## src/rtl/car_pkg.sv

```systemverilog
// Shared types and constants for the drive sequencer: state encoding and motor pin patterns.
package car_pkg;

  typedef enum logic [2:0] {
    IDLE = 3'd0,
    FWD  = 3'd1,
    DEAD = 3'd2,
    BACK = 3'd3,
    TURN = 3'd4
  } state_t;

  // H-bridge direction patterns
  localparam logic [3:0] GOGO_OFF  = 4'b1111;
  localparam logic [3:0] GOGO_FWD  = 4'b1010;
  localparam logic [3:0] GOGO_REV  = 4'b0101;
  localparam logic [3:0] GOGO_SPIN = 4'b1001;

  // Motor enable patterns {left,right}
  localparam logic [1:0] RUN_OFF = 2'b00;
  localparam logic [1:0] RUN_ON  = 2'b11;

endpackage

```

## src/rtl/drive_sequencer_if.sv

```systemverilog
// Sensor inputs and motor driver outputs of the drive sequencer, bundled as one port.
interface drive_sequencer_if;

  logic       ir_signal;  // raw IR receiver, active-low request
  logic       obst;       // raw obstacle sensor, active-high request
  logic [1:0] run;        // motor enables {left,right}
  logic [3:0] gogo;       // H-bridge direction bits
  logic       see;        // synchronised ir_signal
  logic       busy;       // high whenever not idle
  logic [2:0] state_o;    // current state encoding

  // The sequencer consumes sensor pins and drives the motor pins
  modport slave (
    input  ir_signal, obst,
    output run, gogo, see, busy, state_o
  );

  // The environment (sensors / bench) drives pins and observes the motor side
  modport master (
    output ir_signal, obst,
    input  run, gogo, see, busy, state_o
  );

endinterface

```

## src/rtl/drive_sequencer_sync_2ff.sv

```systemverilog
// Two-flop synchroniser for an asynchronous sensor pin, with a configurable reset level
// so the pin reads as "inactive" straight out of reset.
module sync_2ff #(
  parameter logic RST_VAL = 1'b0
) (
  input  logic clk,
  input  logic rst,   // synchronous, active-low
  input  logic d,
  output logic q
);

  logic meta_q, meta_d;
  logic sync_q, sync_d;

  // Next values: shift the pin through two stages
  always_comb begin
    meta_d = d;
    sync_d = meta_q;
  end

  // Synchroniser stages, forced to the inactive level during reset
  always_ff @(posedge clk) begin
    if (!rst) begin
      meta_q <= RST_VAL;
      sync_q <= RST_VAL;
    end else begin
      meta_q <= meta_d;
      sync_q <= sync_d;
    end
  end

  assign q = sync_q;

endmodule

```

## src/rtl/drive_sequencer.sv

```systemverilog
// Motor drive scheduler: arbitrates IR forward runs against obstacle escapes (reverse then
// spin), inserts a brake gap before every direction reversal, and times all phases with a
// single down-counter. Outputs are decoded from the state register alone.
module drive_sequencer
  import car_pkg::*;
#(
  parameter int unsigned CNT_W       = 32,
  parameter int unsigned RUN_CYCLES  = 10000000,
  parameter int unsigned BACK_CYCLES = 5000000,
  parameter int unsigned TURN_CYCLES = 3000000,
  parameter int unsigned DEAD_CYCLES = 50000
) (
  input  logic              clk,
  input  logic              rst,   // synchronous, active-low
  drive_sequencer_if.slave  bus
);

  // Counter load values: a phase of LEN cycles loads LEN-1; LEN of 0 behaves as 1
  localparam logic [CNT_W-1:0] RUN_LOAD  = (RUN_CYCLES  == 0) ? '0 : CNT_W'(RUN_CYCLES  - 1);
  localparam logic [CNT_W-1:0] BACK_LOAD = (BACK_CYCLES == 0) ? '0 : CNT_W'(BACK_CYCLES - 1);
  localparam logic [CNT_W-1:0] TURN_LOAD = (TURN_CYCLES == 0) ? '0 : CNT_W'(TURN_CYCLES - 1);
  localparam logic [CNT_W-1:0] DEAD_LOAD = (DEAD_CYCLES == 0) ? '0 : CNT_W'(DEAD_CYCLES - 1);

  logic ir_s;    // synchronised IR, low = request
  logic obst_s;  // synchronised obstacle, high = request

  sync_2ff #(.RST_VAL(1'b1)) u_sync_ir (
    .clk (clk),
    .rst (rst),
    .d   (bus.ir_signal),
    .q   (ir_s)
  );

  sync_2ff #(.RST_VAL(1'b0)) u_sync_obst (
    .clk (clk),
    .rst (rst),
    .d   (bus.obst),
    .q   (obst_s)
  );

  state_t           state_q, state_d;
  state_t           pend_q,  pend_d;   // where to go once the brake gap expires
  logic [CNT_W-1:0] cnt_q,   cnt_d;

  // Next-state, pending-target and phase-counter logic
  always_comb begin
    state_d = state_q;
    pend_d  = pend_q;
    cnt_d   = (cnt_q != '0) ? cnt_q - CNT_W'(1) : cnt_q;
    case (state_q)
      IDLE: begin
        cnt_d = '0;
        if (obst_s) begin
          // motors are already off, so reverse needs no brake gap
          state_d = BACK;
          cnt_d   = BACK_LOAD;
        end else if (!ir_s) begin
          state_d = FWD;
          cnt_d   = RUN_LOAD;
        end
      end
      FWD: begin
        if (obst_s) begin
          state_d = DEAD;
          pend_d  = BACK;
          cnt_d   = DEAD_LOAD;
        end else if (!ir_s) begin
          cnt_d = RUN_LOAD;  // retrigger extends the run
        end else if (cnt_q == '0) begin
          state_d = IDLE;
          cnt_d   = '0;
        end
      end
      DEAD: begin
        if (cnt_q == '0) begin
          case (pend_q)
            BACK: begin
              state_d = BACK;
              cnt_d   = BACK_LOAD;
            end
            TURN: begin
              state_d = TURN;
              cnt_d   = TURN_LOAD;
            end
            default: begin
              state_d = IDLE;
              cnt_d   = '0;
            end
          endcase
        end
      end
      BACK: begin
        // escape in progress: all requests ignored
        if (cnt_q == '0) begin
          state_d = DEAD;
          pend_d  = TURN;
          cnt_d   = DEAD_LOAD;
        end
      end
      TURN: begin
        if (obst_s) begin
          state_d = DEAD;
          pend_d  = BACK;
          cnt_d   = DEAD_LOAD;
        end else if (cnt_q == '0) begin
          state_d = IDLE;
          cnt_d   = '0;
        end
      end
      default: begin
        state_d = IDLE;
        pend_d  = IDLE;
        cnt_d   = '0;
      end
    endcase
  end

  // State, pending target and counter registers
  always_ff @(posedge clk) begin
    if (!rst) begin
      state_q <= IDLE;
      pend_q  <= IDLE;
      cnt_q   <= '0;
    end else begin
      state_q <= state_d;
      pend_q  <= pend_d;
      cnt_q   <= cnt_d;
    end
  end

  // Motor pin decode from the registered state only
  always_comb begin
    bus.run  = RUN_OFF;
    bus.gogo = GOGO_OFF;
    case (state_q)
      FWD: begin
        bus.run  = RUN_ON;
        bus.gogo = GOGO_FWD;
      end
      BACK: begin
        bus.run  = RUN_ON;
        bus.gogo = GOGO_REV;
      end
      TURN: begin
        bus.run  = RUN_ON;
        bus.gogo = GOGO_SPIN;
      end
      default: begin
        bus.run  = RUN_OFF;
        bus.gogo = GOGO_OFF;
      end
    endcase
  end

  assign bus.see     = ir_s;
  assign bus.busy    = (state_q != IDLE);
  assign bus.state_o = state_q;

endmodule
```

## src/flat_wrapper.sv

```systemverilog
// flat-port wrapper written by rule: the top's interface ports become plain ports
module drive_sequencer_flat import car_pkg::*;
#(
  parameter int unsigned CNT_W       = 32,
  parameter int unsigned RUN_CYCLES  = 10000000,
  parameter int unsigned BACK_CYCLES = 5000000,
  parameter int unsigned TURN_CYCLES = 3000000,
  parameter int unsigned DEAD_CYCLES = 50000
)
  (clk, rst, bus_ir_signal, bus_obst, bus_run, bus_gogo, bus_see, bus_busy, bus_state_o);
  drive_sequencer_if bus_i ();
  input  logic clk;
  input  logic rst;
  input wire logic [$bits(bus_i.ir_signal)-1:0] bus_ir_signal;
  input wire logic [$bits(bus_i.obst)-1:0] bus_obst;
  output wire logic [$bits(bus_i.run)-1:0] bus_run;
  output wire logic [$bits(bus_i.gogo)-1:0] bus_gogo;
  output wire logic [$bits(bus_i.see)-1:0] bus_see;
  output wire logic [$bits(bus_i.busy)-1:0] bus_busy;
  output wire logic [$bits(bus_i.state_o)-1:0] bus_state_o;
  assign bus_i.ir_signal = bus_ir_signal;
  assign bus_i.obst = bus_obst;
  assign bus_run = bus_i.run;
  assign bus_gogo = bus_i.gogo;
  assign bus_see = bus_i.see;
  assign bus_busy = bus_i.busy;
  assign bus_state_o = bus_i.state_o;
  drive_sequencer #(.CNT_W(CNT_W), .RUN_CYCLES(RUN_CYCLES), .BACK_CYCLES(BACK_CYCLES), .TURN_CYCLES(TURN_CYCLES), .DEAD_CYCLES(DEAD_CYCLES)) u_core (.clk(clk), .rst(rst), .bus(bus_i));
endmodule
```

## config.mk

```make
export PLATFORM = sky130hd
export DESIGN_NAME = drive_sequencer_flat
export DESIGN_NICKNAME = d
export VERILOG_FILES = /design/src/rtl/car_pkg.sv /design/src/rtl/drive_sequencer_if.sv /design/src/rtl/drive_sequencer_sync_2ff.sv /design/src/rtl/drive_sequencer.sv /design/src/flat_wrapper.sv
export SDC_FILE = /design/constraint.sdc
export NUM_CORES = 1
export LEC_CHECK = 0
export ABC_AREA = 1
export CORE_MARGIN = 2
export CORE_UTILIZATION = 26
export CTS_BUF_LIST = sky130_fd_sc_hd__clkbuf_16
export DETAILED_ROUTE_END_ITERATION = 10
export PLACE_DENSITY = 0.42
export SLEW_MARGIN = 25
export SYNTH_ARGS = -nofsm -noshare
export SYNTH_HDL_FRONTEND = slang
export SYNTH_SLANG_ARGS = --single-unit
```

## constraint.sdc

```tcl
create_clock -name clk -period 1.86 [get_ports clk]
set_input_delay 0.372 -clock clk [delete_from_list [all_inputs] [get_ports clk]]
set_output_delay 0.372 -clock clk [all_outputs]
set_load 0.005 [all_outputs]
```

==> metrics <==
Die Span X=slightly above 100 um; number of rows in the core area=36; crit-path max FO=7; number of buffers added to fix hold violations after cts=0; CORE AREA=0.00968 mm^2; iteration count of the initial detailed-routing pass=4; Critical Setup Path Class=register to output pin; Fin Clk Skew=between 0.007 and 0.008 ns; global placement routability congestion=0.856; share of cells above drive strength 1=0.217; endpoint required time on the critical path=roughly 1.5 ns; hold-critical path endpoint=u_core.u_sync_obst.q; upper clock frequency limit=565 MHz; post-synthesis xor/xnor area fraction=0.0647; Hold Violations, Final=0; cell area after technology mapping=0.00257 mm^2; final global-route overflow total=0; area of all placed cells without fillers=~0.0034 mm^2; Worst Hold Depth=2; Iter 0 DRT Violations=88; post-detailed-placement cell area=0.00299 mm^2; fraction of the mapped netlist area in adder cells=0.0195; detailed placer's ending HPWL=6210 um; Slew @ Worst Pin=0.618 ns; vias in the first global route=2,585; Worst R2R Path Depth=11; data arrival at the endpoint of the critical path=1.40 ns; worst setup margin=0.0886 ns; Antenna Cells=0; post-synthesis sequential element count=41; capturing point of the worst reg2reg path=u_core.cnt_q[18]; minimum setup slack among reg-to-reg paths=0.12 ns; worst hold path startpoint=u_core.u_sync_obst.meta_q; Clock Latency Late Sink=between 0.2 and 0.3 ns; remaining antenna violation count=0; unrepaired setup endpoints after global routing=true; share of the synthesized area in compound gates (AO/OA/AOI/OAI)=0.102; Clock Pin Slew Worst Setup and Hold Paths=0.06 ns; Mapped Cells=394; worst slew slack as a fraction of its limit=0.585; number of unique standard cell types used by synthesis=33; initial cell density of the core=0.266; most common library cell in the layout ignoring fill and taps=sky130_fd_sc_hd__nand2_1; clock sink total=41; number of nets in the layout=approximately 440; Startpoint Class=register; synth top area cells=sky130_fd_sc_hd__dfxtp_1 32%, sky130_fd_sc_hd__nand2_1 13%, sky130_fd_sc_hd__nor2_1 10%; final core utilization=0.348; Avg Vias per Cell=4.44; Setup WS pre-CTS=-0.0135 ns; Sequential cell area=around 830 um^2; Overall Global Routing Usage=0.160; maxcap violations=0; Tightest Hold Check Type=register to register; Synth Area per Inst=6.53 um^2; maximum count of clock buffers along a single path=2; share of the yosys chip area belonging to registers=0.319; Die ar.=between 0.01 and 0.015 mm^2; CTS HTree Levels=2; final number of max-transition violations=0; Critical R2R Launch=u_core.cnt_q[1]; number of buffers created by CTS=5; Final period util=0.952; Die Height=~100 um; number of fillers in the final layout=1,063; fraction of post-synthesis cell area in the top cell type by area=0.319; Top Ports=15; Syn Nets=402; drt wl/cell=13.6 um; final routed DRC violation total=0; highest-count cells in the layout ignoring fill and taps=85 x sky130_fd_sc_hd__nand2_1, 60 x sky130_fd_sc_hd__nor2_1, 46 x sky130_fd_sc_hd__inv_1; largest net degree at the start of global routing=15; vias=2,529; post-synthesis cell type with the largest combined area=sky130_fd_sc_hd__dfxtp_1; number of failing setup endpoints in the final timing report=0; Worst setup EP type=output pin; buffer cell driving the clock tree root=sky130_fd_sc_hd__clkbuf_16; first-pass GRT wire length=13,000 um; final period demand of the worst path=1.77 ns; Port Buffer Count=14; worst-case hold slack=between 0.4 and 0.5 ns; area of the multi-input gates=0.00168 mm^2; total wire length after detailed routing=between 7000 and 8000 um; simple logic cell fraction of the synthesized area=0.415; run status=completed; largest family of logic cells by synthesized area=simple AND/OR/NAND/NOR gates; initial antenna violation count=0; multiplexer share of the synthesized area=0; Synthesis Warnings=0; CTS tree=done; area growth from synthesis to final layout=31.1%
-- sequential cells by signal, indices dropped and copies added, names as in the netlist --
| register | count |
|---|---|
| u_core.bus.state_o | 3 |
| u_core.cnt_q | 32 |
| u_core.pend_q | 2 |
| u_core.u_sync_ir.meta_q | 1 |
| u_core.u_sync_ir.q | 1 |
| u_core.u_sync_obst.meta_q | 1 |
| u_core.u_sync_obst.q | 1 |
-- worst max-delay path, stage by stage (launching register included) --
cell and delay [ns]:
sky130_fd_sc_hd__dfxtp_4 0.38, sky130_fd_sc_hd__nor2_4 0.18, sky130_fd_sc_hd__nand2_4 0.10, sky130_fd_sc_hd__clkdlybuf4s50_1 0.46
-- worst max path at each step --
stage	from	to	cells past startpoint
after CTS	u_core.bus.state_o[2]	bus_gogo[3]	4
final	u_core.bus.state_o[2]	bus_gogo[0]	3
after floorplan	u_core.cnt_q[0]	u_core.cnt_q[15]	13
after global routing	u_core.cnt_q[1]	u_core.cnt_q[4]	12
after global placement	u_core.cnt_q[0]	u_core.cnt_q[15]	13
after detailed placement	u_core.cnt_q[0]	u_core.cnt_q[15]	13
-- metrics by stage --
stage	setup TNS, ns	instances
global route	-0.0115	570
CTS	-0.00483	563
floorplan	0	394
finish	0	570
detailed placement	-0.0135	553
global placement	-0.0103	553
-- synthesized netlist by cell type, drive strengths merged --
cell type,number
nor3b,1
nand2,98
clkbuf,1
inv,51
xnor2,8
nand4,8
dfxtp,41
a21oi,26
nand3,23
nand3b,2
o31ai,1
nor3,7
a31oi,2
nor2,88
o21bai,1
buf,1
o221ai,1
o21ai,16
or2,3
ha,4
xor2,11
-- per-layer routing --
layer | up-vias | GRT usage | part of all wire
li1 | 1333 | - | -
met1 | 1138 | 0.206 | 0.47
met2 | 50 | 0.272 | 0.49
met3 | 8 | 0.0289 | 0.032
met4 | 0 | 0.0466 | 0.013
met5 | - | 0 | 0
-- timing repair --
action | CTS | global route
setup buffers | 2 | 7
pin swaps | 2 | 13
endpoints found under the setup margin | 8 | 38
resized for setup | 20 | 37
-- kinds of logic (layout without fill, tap and decap cells) --
kind of cell | count (synthesis) | count (layout)
XOR/XNOR | 19 | 19
AO/OA/AOI/OAI | 47 | 47
adder cells (fa/ha/maj) | 4 | 4
buffers and inverters | 53 | 96
flip-flops | 41 | 41
AND/OR/NAND/NOR | 230 | 230
-- layout make-up --
class                           instances  share of cell area
Timing Repair Buffer                   37              0.0987
Multi-Input combinational cell        300               0.497
Sequential cell                        41               0.247
Clock buffer                            5              0.0371
Inverter                               51              0.0590
Clock inverter                          3              0.0111
Tap cell                              133              0.0493
Power is left out: the tool's default activity adds up to more than one toggle a clock period on the data nets, which glitch-free logic cannot reach.
